==> src/rtl/gate_preact_mac.sv <==
`default_nettype none
// gate_preact_mac: streamed signed dot product plus bias with round-half-up and saturation.
// Rev 1.0
module gate_preact_mac #(
  parameter int DATA_WIDTH  = 16,
  parameter int FRACT_WIDTH = 8,
  parameter int N_IN        = 4
) (
  input  logic                  clk,
  input  logic                  rst_n,
  input  logic                  in_valid,
  output logic                  in_ready,
  input  logic [DATA_WIDTH-1:0] in_v,
  input  logic [DATA_WIDTH-1:0] in_w,
  input  logic                  in_last,
  input  logic [DATA_WIDTH-1:0] in_bias,
  output logic                  out_valid,
  input  logic                  out_ready,
  output logic [DATA_WIDTH-1:0] out_data,
  output logic                  out_sat,
  output logic                  out_len_err
);

  localparam int ACC_W = 2*DATA_WIDTH + $clog2(N_IN) + 1;
  localparam int SUM_W = ACC_W + 1;
  localparam int CNT_W = $clog2(N_IN + 1);
  localparam logic [CNT_W-1:0] N_LAST = CNT_W'(N_IN);
  localparam logic signed [SUM_W-1:0] HALF_LSB = SUM_W'(1) << (FRACT_WIDTH - 1);

  localparam logic [1:0] S_IDLE = 2'd0;
  localparam logic [1:0] S_ACC  = 2'd1;
  localparam logic [1:0] S_FIN  = 2'd2;
  localparam logic [1:0] S_OUT  = 2'd3;

  logic [1:0]                   state_q, state_d;
  logic                         in_ready_q, in_ready_d;
  logic                         out_valid_q, out_valid_d;
  logic signed [ACC_W-1:0]      acc_q;
  logic [CNT_W-1:0]             cnt_q;
  logic signed [DATA_WIDTH-1:0] bias_q;
  logic                         len_err_q;
  logic [DATA_WIDTH-1:0]        out_data_q;
  logic                         out_sat_q, out_len_err_q;

  logic                           w_accept, w_close, w_len_err, w_ovf;
  logic [CNT_W-1:0]               w_cnt_nxt;
  logic signed [2*DATA_WIDTH-1:0] w_prod;
  logic signed [ACC_W-1:0]        w_prod_ext;
  logic signed [SUM_W-1:0]        w_sum, w_rnd;
  logic [DATA_WIDTH-1:0]          w_clamped;

  assign w_accept   = in_valid && in_ready_q;
  assign w_prod     = $signed(in_v) * $signed(in_w);
  assign w_prod_ext = ACC_W'(w_prod);
  assign w_cnt_nxt  = (state_q == S_IDLE) ? CNT_W'(1) : cnt_q + 1'b1;
  assign w_close    = w_accept && (in_last || (w_cnt_nxt == N_LAST));
  // Closing without in_last can only happen at cnt==N_IN, which is itself an error.
  assign w_len_err  = in_last ? (w_cnt_nxt != N_LAST) : 1'b1;

  assign w_sum = SUM_W'(acc_q) + (SUM_W'(bias_q) <<< FRACT_WIDTH) + HALF_LSB;
  assign w_rnd = w_sum >>> FRACT_WIDTH;
  // In range iff all bits from the result sign bit upward agree.
  assign w_ovf = !((&w_rnd[SUM_W-1:DATA_WIDTH-1]) || !(|w_rnd[SUM_W-1:DATA_WIDTH-1]));
  assign w_clamped = !w_ovf ? w_rnd[DATA_WIDTH-1:0] :
                     w_rnd[SUM_W-1] ? {1'b1, {(DATA_WIDTH-1){1'b0}}} :
                                      {1'b0, {(DATA_WIDTH-1){1'b1}}};

  always_ff @(posedge clk or negedge rst_n) begin
    if (!rst_n) begin
      state_q     <= S_IDLE;
      in_ready_q  <= 1'b0;
      out_valid_q <= 1'b0;
    end else begin
      state_q     <= state_d;
      in_ready_q  <= in_ready_d;
      out_valid_q <= out_valid_d;
    end
  end

  always_comb begin
    state_d = state_q;
    case (state_q)
      S_IDLE, S_ACC: begin
        if (w_close)       state_d = S_FIN;
        else if (w_accept) state_d = S_ACC;
      end
      S_FIN:   state_d = S_OUT;
      S_OUT:   if (out_ready) state_d = S_IDLE;
      default: state_d = S_IDLE;
    endcase
  end

  always_comb begin
    in_ready_d  = (state_d == S_IDLE) || (state_d == S_ACC);
    out_valid_d = (state_d == S_OUT);
  end

  always_ff @(posedge clk or negedge rst_n) begin
    if (!rst_n) begin
      acc_q         <= '0;
      cnt_q         <= '0;
      bias_q        <= '0;
      len_err_q     <= 1'b0;
      out_data_q    <= '0;
      out_sat_q     <= 1'b0;
      out_len_err_q <= 1'b0;
    end else begin
      if (w_accept) begin
        cnt_q <= w_cnt_nxt;
        if (state_q == S_IDLE) begin
          acc_q     <= w_prod_ext;
          bias_q    <= $signed(in_bias);
          len_err_q <= 1'b0;
        end else begin
          acc_q <= acc_q + w_prod_ext;
        end
        if (w_close) len_err_q <= w_len_err;
      end
      if (state_q == S_FIN) begin
        out_data_q    <= w_clamped;
        out_sat_q     <= w_ovf;
        out_len_err_q <= len_err_q;
      end
    end
  end

  assign in_ready    = in_ready_q;
  assign out_valid   = out_valid_q;
  assign out_data    = out_data_q;
  assign out_sat     = out_sat_q;
  assign out_len_err = out_len_err_q;

endmodule
`default_nettype wire
==> config.mk <==
export PLATFORM = sky130hd
export DESIGN_NAME = gate_preact_mac
export DESIGN_NICKNAME = d
export VERILOG_FILES = /design/src/rtl/gate_preact_mac.sv
export SDC_FILE = /design/constraint.sdc
export NUM_CORES = 1
export LEC_CHECK = 0
export BUFFER_PORTS_ARGS = -buffer_cell sky130_fd_sc_hd__buf_2
export CAP_MARGIN = 20
export CORE_MARGIN = 2
export CORE_UTILIZATION = 45
export DETAILED_ROUTE_END_ITERATION = 10
export HOLD_SLACK_MARGIN = 0.1
export MAX_ROUTING_LAYER = met4
export PLACE_DENSITY_LB_ADDON = 0.1
export SLEW_MARGIN = 0
export SYNTH_ARGS = -nofsm -noshare
export SYNTH_HDL_FRONTEND = slang
export SYNTH_SLANG_ARGS = --single-unit
==> constraint.sdc <==
create_clock -name clk -period 3.6 [get_ports clk]
set_clock_uncertainty 0.1 [all_clocks]
set_input_delay 0.54 -clock clk [delete_from_list [all_inputs] [get_ports clk]]
set_output_delay 0.54 -clock clk [all_outputs]
set_load 0.1 [all_outputs]
==> results of run 1 <==
-- layout make-up --
class	count	share of cell area (%)
multi-input cells	1356	64.9
flip-flops and latches	77	8.74
clock buffers	12	1.16
well taps	461	2.61
inverters	320	5.45
clock inverters	4	0.102
repair buffers	461	17.1
-- synthesized netlist by cell type, types with 7 or more instances --
master and number:
nor2b_1 8, a211oi_1 16, fa_1 264, nor3_1 8
clkbuf_1 53, nand4_1 8, mux2_2 16, o21ai_0 72
nand2b_1 11, nand2_1 201, and3_1 13, nor2_1 91
and2_1 125, xnor2_1 61, a21oi_1 92, o21a_1 15
a211o_1 7, ha_1 148, a21o_1 41, inv_1 320
o22ai_1 13, nand3_1 13, dfrtp_1 77, o21bai_1 14
xor2_1 25, a31oi_1 11
-- routing by layer --
metal | track usage [%] | share of wire [%]
met5 | - | 0
met4 | 4.11 | 1.3
met3 | 2.62 | 3.3
met2 | 46.0 | 53
met1 | 31.7 | 42
-- stage by stage --
| step | setup TNS [ns] | setup slack, ns |
|---|---|---|
| floorplan | -85.80 | -4.39 |
| global route | -112.65 | -4.82 |
| finish | -102.45 | -4.45 |
| detailed placement | -113.07 | -4.92 |
| CTS | -97.12 | -4.43 |
| global placement | -110.66 | -4.83 |
-- timing repair --
item,4_1_cts,5_1_grt
setup buffers,50,36
gates cloned,2,0
pin swaps,133,102
setup endpoints to repair,46,47
resized for setup,208,111
hold buffers,0,1
hold endpoints to repair,0,12
-- sequential cells by signal, summed over array words and instances, names as in the netlist --
name         count
out_sat          1
cnt_q            3
bias_q          16
acc_q           35
out_len_err      1
len_err_q        1
state_q          2
out_data        16
out_valid        1
in_ready         1
-- kinds of logic after synthesis --
family	Yosys count	share of synthesized area, %
AO/OA/AOI/OAI	336	13.7
XOR/XNOR	86	4.68
adder cells (fa/ha/maj)	412	44.3
buffers and inverters	378	8.87
flip-flops	77	12.0
multiplexers	22	1.63
AND/OR/NAND/NOR	500	14.9
-- critical path: cells and delay by family --
| kind | cells | cell delay [ns] |
|---|---|---|
| muxes | 1 | 0.52 |
| xor gates and xnor gates | 1 | 0.14 |
| AOI/OAI and AO/OA | 13 | 2.37 |
| adders and majority gates | 8 | 3.52 |
| and+or+nand+nor | 4 | 0.79 |
| buffers and inverters | 5 | 0.30 |
-- how the worst max path moves through the flow --
stage,start,to
2_1_floorplan,in_w[5],acc_q[34]$_DFFE_PN0P_
3_3_place_gp,in_w[4],acc_q[34]$_DFFE_PN0P_
3_5_place_dp,in_w[4],acc_q[34]$_DFFE_PN0P_
4_1_cts,in_w[5],acc_q[34]$_DFFE_PN0P_
5_1_grt,in_w[6],acc_q[34]$_DFFE_PN0P_
6_report,in_w[5],acc_q[34]$_DFFE_PN0P_
==> flow_metrics.env, run 1 <==
export IMPL_grt_usage_pct=25.6
export IMPL_rsz0062_at_grt="true"
export IMPL_synth_area_leaders="fa_1, dfrtp_1, ha_1, inv_1, and2_1"
export IMPL_final_seq_area_um2=1930
export IMPL_holdPathStages=3
export IMPL_via_per_inst=5.17
export IMPL_holdCritPathClass="in -> reg"
export IMPL_grt_pass1_wl_um=73200
export IMPL_min_to="bias_q[0]$_DFFE_PN0P_"
export IMPL_cpPeakStageDelay_ns=0.54
export IMPL_core_area_um2=35400
export IMPL_r2r_slack_ns=-0.38
export IMPL_top_level_ports=73
export IMPL_syn_num_nets=2276
export IMPL_critPathArrivalTime_ns=8.18
export IMPL_final_cell_mix="buf_4, inv_1, fa_1"
export IMPL_cts_sinks=77
export IMPL_avgRoutedWirePerCell_um=16.3
export IMPL_ant_nets=0
export IMPL_reg2reg_to="acc_q[34]$_DFFE_PN0P_"
export IMPL_critPathRequiredTime_ns=3.73
export IMPL_dp_hpwl_um=34700
export IMPL_outcome="finished, violations left"
export IMPL_drcViolationCount=0
export IMPL_path_common_cell="fa_1"
export IMPL_final_nets=2690
export IMPL_grt_max_degree=78
export IMPL_place_inst=2608
export IMPL_dieArea_um2=37300
export IMPL_startpoint_type="primary input"
export IMPL_violations="negative setup slack"
export IMPL_yosysSeqAreaShare_pct=12.0
export IMPL_first_pass_iters=7
export IMPL_critPathCaptureType="flop"
export IMPL_cts_clk_slew_worst_paths_ns=0.06
export IMPL_relSlewSlack_pct=31.1
export IMPL_post_route_period_util_pct=224
export IMPL_final_common_cell="buf_4"
export IMPL_final_setup_viol_count=46
export IMPL_cts_buffers=9
export IMPL_synth_top_area_share_pct=32.8
export IMPL_vias=13900
export IMPL_die_h_um=193
export IMPL_num_antenna_cells=0
export IMPL_fill_cells=3059
export IMPL_overflow=0
export IMPL_syn2layout_area_growth_pct=37.0
export IMPL_drt_initial_drc_count=568
export IMPL_netlist_area_um2=16100
export IMPL_synth_edff_count=0
export IMPL_placed_cell_area_um2=19800
export IMPL_critPathMaxFanout=6
export IMPL_r2r_start="acc_q[0]$_DFFE_PN0P_"
export IMPL_cts_tree="done"
export IMPL_clock_path_buffers=2
export IMPL_ys_warn_count=0
export IMPL_fin_ws_ns=-4.45
export IMPL_antenna_found_initial=0
export IMPL_fin_util_pct=62.3
export IMPL_fp_dieW_um=193
export IMPL_htree_num_levels=3
export IMPL_finish_instance_area_um2=22100
export IMPL_final_cells=2691
export IMPL_gp_congestion=0.887
export IMPL_min_from="in_bias[0]"
export IMPL_timing_final_hold_violations=0
export IMPL_slew_viol_final=0
export IMPL_post_synth_cell_area_avg_um2=8.89
export IMPL_ys_ff_latch=77
export IMPL_cts_root_buf="clkbuf_16"
export IMPL_tightest_slew_ns=1.03
export IMPL_fmax_mhz=124
export IMPL_yosysUniqueCellTypes=67
export IMPL_synth_top_cell_by_area="fa_1"
export IMPL_multi_input_area_um2=14300
export IMPL_fin_crit_ns=8.05
export IMPL_grt_pass1_vias=15000
export IMPL_io_buffers=72
export IMPL_ys_async_sr_fraction_pct=100
export IMPL_syn_inst=1811
export IMPL_max_cap_violations=0
export IMPL_holdWs_ns=0.302
export IMPL_row_count=69
export IMPL_wl_um=43800
export IMPL_cp_slowest_cell="fa_1"
export IMPL_clock_latency_ns=0.35
export IMPL_initial_utilization_pct=45.5
export IMPL_ys_flop_type="dfrtp_1"
export IMPL_layout_drive_gt1_share_pct=32.8
export IMPL_worstRegToRegCells=14
export IMPL_crit_type="in -> reg"
Power of run 1 is left out: the tool's default activity adds up to more than one toggle a clock period on the data nets, which glitch-free logic cannot reach.
==> run 2: changes to the inputs <==
==> constraint.sdc (replaced) <==
create_clock -name clk -period 6.9 [get_ports clk]
set_clock_uncertainty 0.1 [all_clocks]
set_input_delay 1.035 -clock clk [delete_from_list [all_inputs] [get_ports clk]]
set_output_delay 1.035 -clock clk [all_outputs]
set_load 0.1 [all_outputs]
==> flow_metrics.env, run 2 (synthesis gave the netlist of run 1 again) <==
export IMPL_max_flop_register="acc_q"
export IMPL_fmax_mhz=117
export IMPL_cp_slowest_cell="fa_1"
export IMPL_top_level_ports=73
export IMPL_cts_buffers=9
export IMPL_outcome="finished, violations left"
export IMPL_row_count=69
export IMPL_grt_pass1_vias=13900
export IMPL_holdCritPathClass="reg -> reg"
export IMPL_largest_register_ffs=35
export IMPL_cts_sinks=77
export IMPL_drt_initial_drc_count=461
export IMPL_rsz0062_at_grt="true"
export IMPL_fin_crit_ns=8.55
export IMPL_post_route_period_util_pct=124
export IMPL_cts_clk_slew_worst_paths_ns=0.06
export IMPL_final_nets=2592
export IMPL_dp_hpwl_um=32600
export IMPL_grt_use_met1_pct=33.3
export IMPL_fin_ws_ns=-1.65
export IMPL_cts_root_buf="clkbuf_16"
export IMPL_grt_max_degree=78
export IMPL_initial_utilization_pct=45.5
export IMPL_htree_num_levels=3
export IMPL_max_cap_violations=0
export IMPL_fp_dieW_um=193
export IMPL_syn2layout_area_growth_pct=28.4
export IMPL_gp_congestion=0.894
export IMPL_final_cell_mix="inv_1, fa_1, buf_4"
export IMPL_timing_final_hold_violations=0
export IMPL_pre_cts_ws_ns=-2.14
export IMPL_gr_max_usage_layer="met2"
export IMPL_violations="negative setup slack"
export IMPL_dieArea_um2=37300
export IMPL_final_common_cell="inv_1"
export IMPL_clock_latency_ns=0.35
export IMPL_path_common_cell="fa_1"
export IMPL_slew_viol_final=0
export IMPL_critPathRequiredTime_ns=7.03
export IMPL_crit_type="in -> reg"
export IMPL_critPathArrivalTime_ns=8.68
export IMPL_grt_usage_pct=23.7
export IMPL_io_buffers=72
export IMPL_ant_nets=0
export IMPL_avgRoutedWirePerCell_um=15.6
export IMPL_die_h_um=193
export IMPL_overflow=0
export IMPL_core_area_um2=35400
export IMPL_clock_path_buffers=2
export IMPL_use_met3_pct=1.38
export IMPL_final_setup_viol_count=20
export IMPL_first_pass_iters=4
export IMPL_antenna_found_initial=0
export IMPL_num_antenna_cells=0
export IMPL_relSlewSlack_pct=31.6
export IMPL_tightest_slew_ns=1.03
export IMPL_grt_pass1_wl_um=69400
export IMPL_fin_util_pct=58.4
export IMPL_cpPeakStageDelay_ns=0.56
export IMPL_grt_use_met2_pct=38.6
export IMPL_wl_um=40500
export IMPL_startpoint_type="primary input"
export IMPL_hold_buffers=0
export IMPL_vias=13100
export IMPL_via_per_inst=5.07
export IMPL_cts_tree="done"
export IMPL_layout_drive_gt1_share_pct=26.5
export IMPL_critPathCaptureType="flop"
export IMPL_critPathMaxFanout=5
export IMPL_drcViolationCount=0
run 2: changes by cell type in the layout (fill, tap and decap cells not counted), sizes merged:
cell	delta
buf	-94
bufinv	+2
clkbuf	-5
dlygate4sd3	-1
run 2: final cells by class:
class,instances,area [um^2]
Multi-Input combinational cell,1356,13800
Clock inverter,6,86.3
Clock buffer,10,239
Inverter,320,1200
Tap cell,461,577
Fill cell,3133,14700
Sequential cell,77,1930
Timing Repair Buffer,363,2890
run 2: final timing paths:
path                                              start                  endpoint  slack, ns  cells past startpoint
worst max-delay path                            in_v[9]     acc_q[34]$_DFFE_PN0P_      -1.65                     30
worst min-delay path            out_len_err$_DFFE_PN0P_   out_len_err$_DFFE_PN0P_       0.39                      2
worst max register to register     acc_q[7]$_DFFE_PN0P_  out_data[12]$_DFFE_PN0P_       2.57                     13
worst min register to register  out_len_err$_DFFE_PN0P_   out_len_err$_DFFE_PN0P_       0.39                      2
max in group asynchronous                         rst_n     acc_q[12]$_DFFE_PN0P_       5.59                      2
min in group asynchronous                         rst_n    bias_q[15]$_DFFE_PN0P_       0.51                      1
run 2: layer usage:
layer,up-vias,routed length [um]
met5,-,0
met4,0,381
met3,27,1090
met2,211,19300
met1,6459,19800
li1,6450,-
run 2: critical path: cells and delay by family:
family	cells	cell delay [ns]
multiplexers	1	0.53
AND/OR/NAND/NOR	5	0.87
XOR/XNOR	1	0.33
AO/OA/AOI/OAI	9	1.83
buffers and inverters	6	0.47
adder cells (fa/ha/maj)	8	3.62
run 2: through the flow:
step,TNS [ns],std cells,hold slack [ns],area [um^2]
6_report,-18.89,2593,0.391,20700
4_1_cts,-18.98,2566,0.390,19900
2_1_floorplan,-14.95,1811,0.356,16400
3_5_place_dp,-29.59,2527,0.372,18900
5_1_grt,-25.32,2593,0.421,20700
3_3_place_gp,-30.31,2527,0.362,18900
run 2: timing repair:
| item | 4_1_cts | 5_1_grt |
|---|---|---|
| buffers inserted | 25 | 33 |
| setup endpoints to repair | 24 | 24 |
| resized for setup | 127 | 110 |
| pin swaps | 63 | 96 |
Power of run 2 is left out for the same reason.
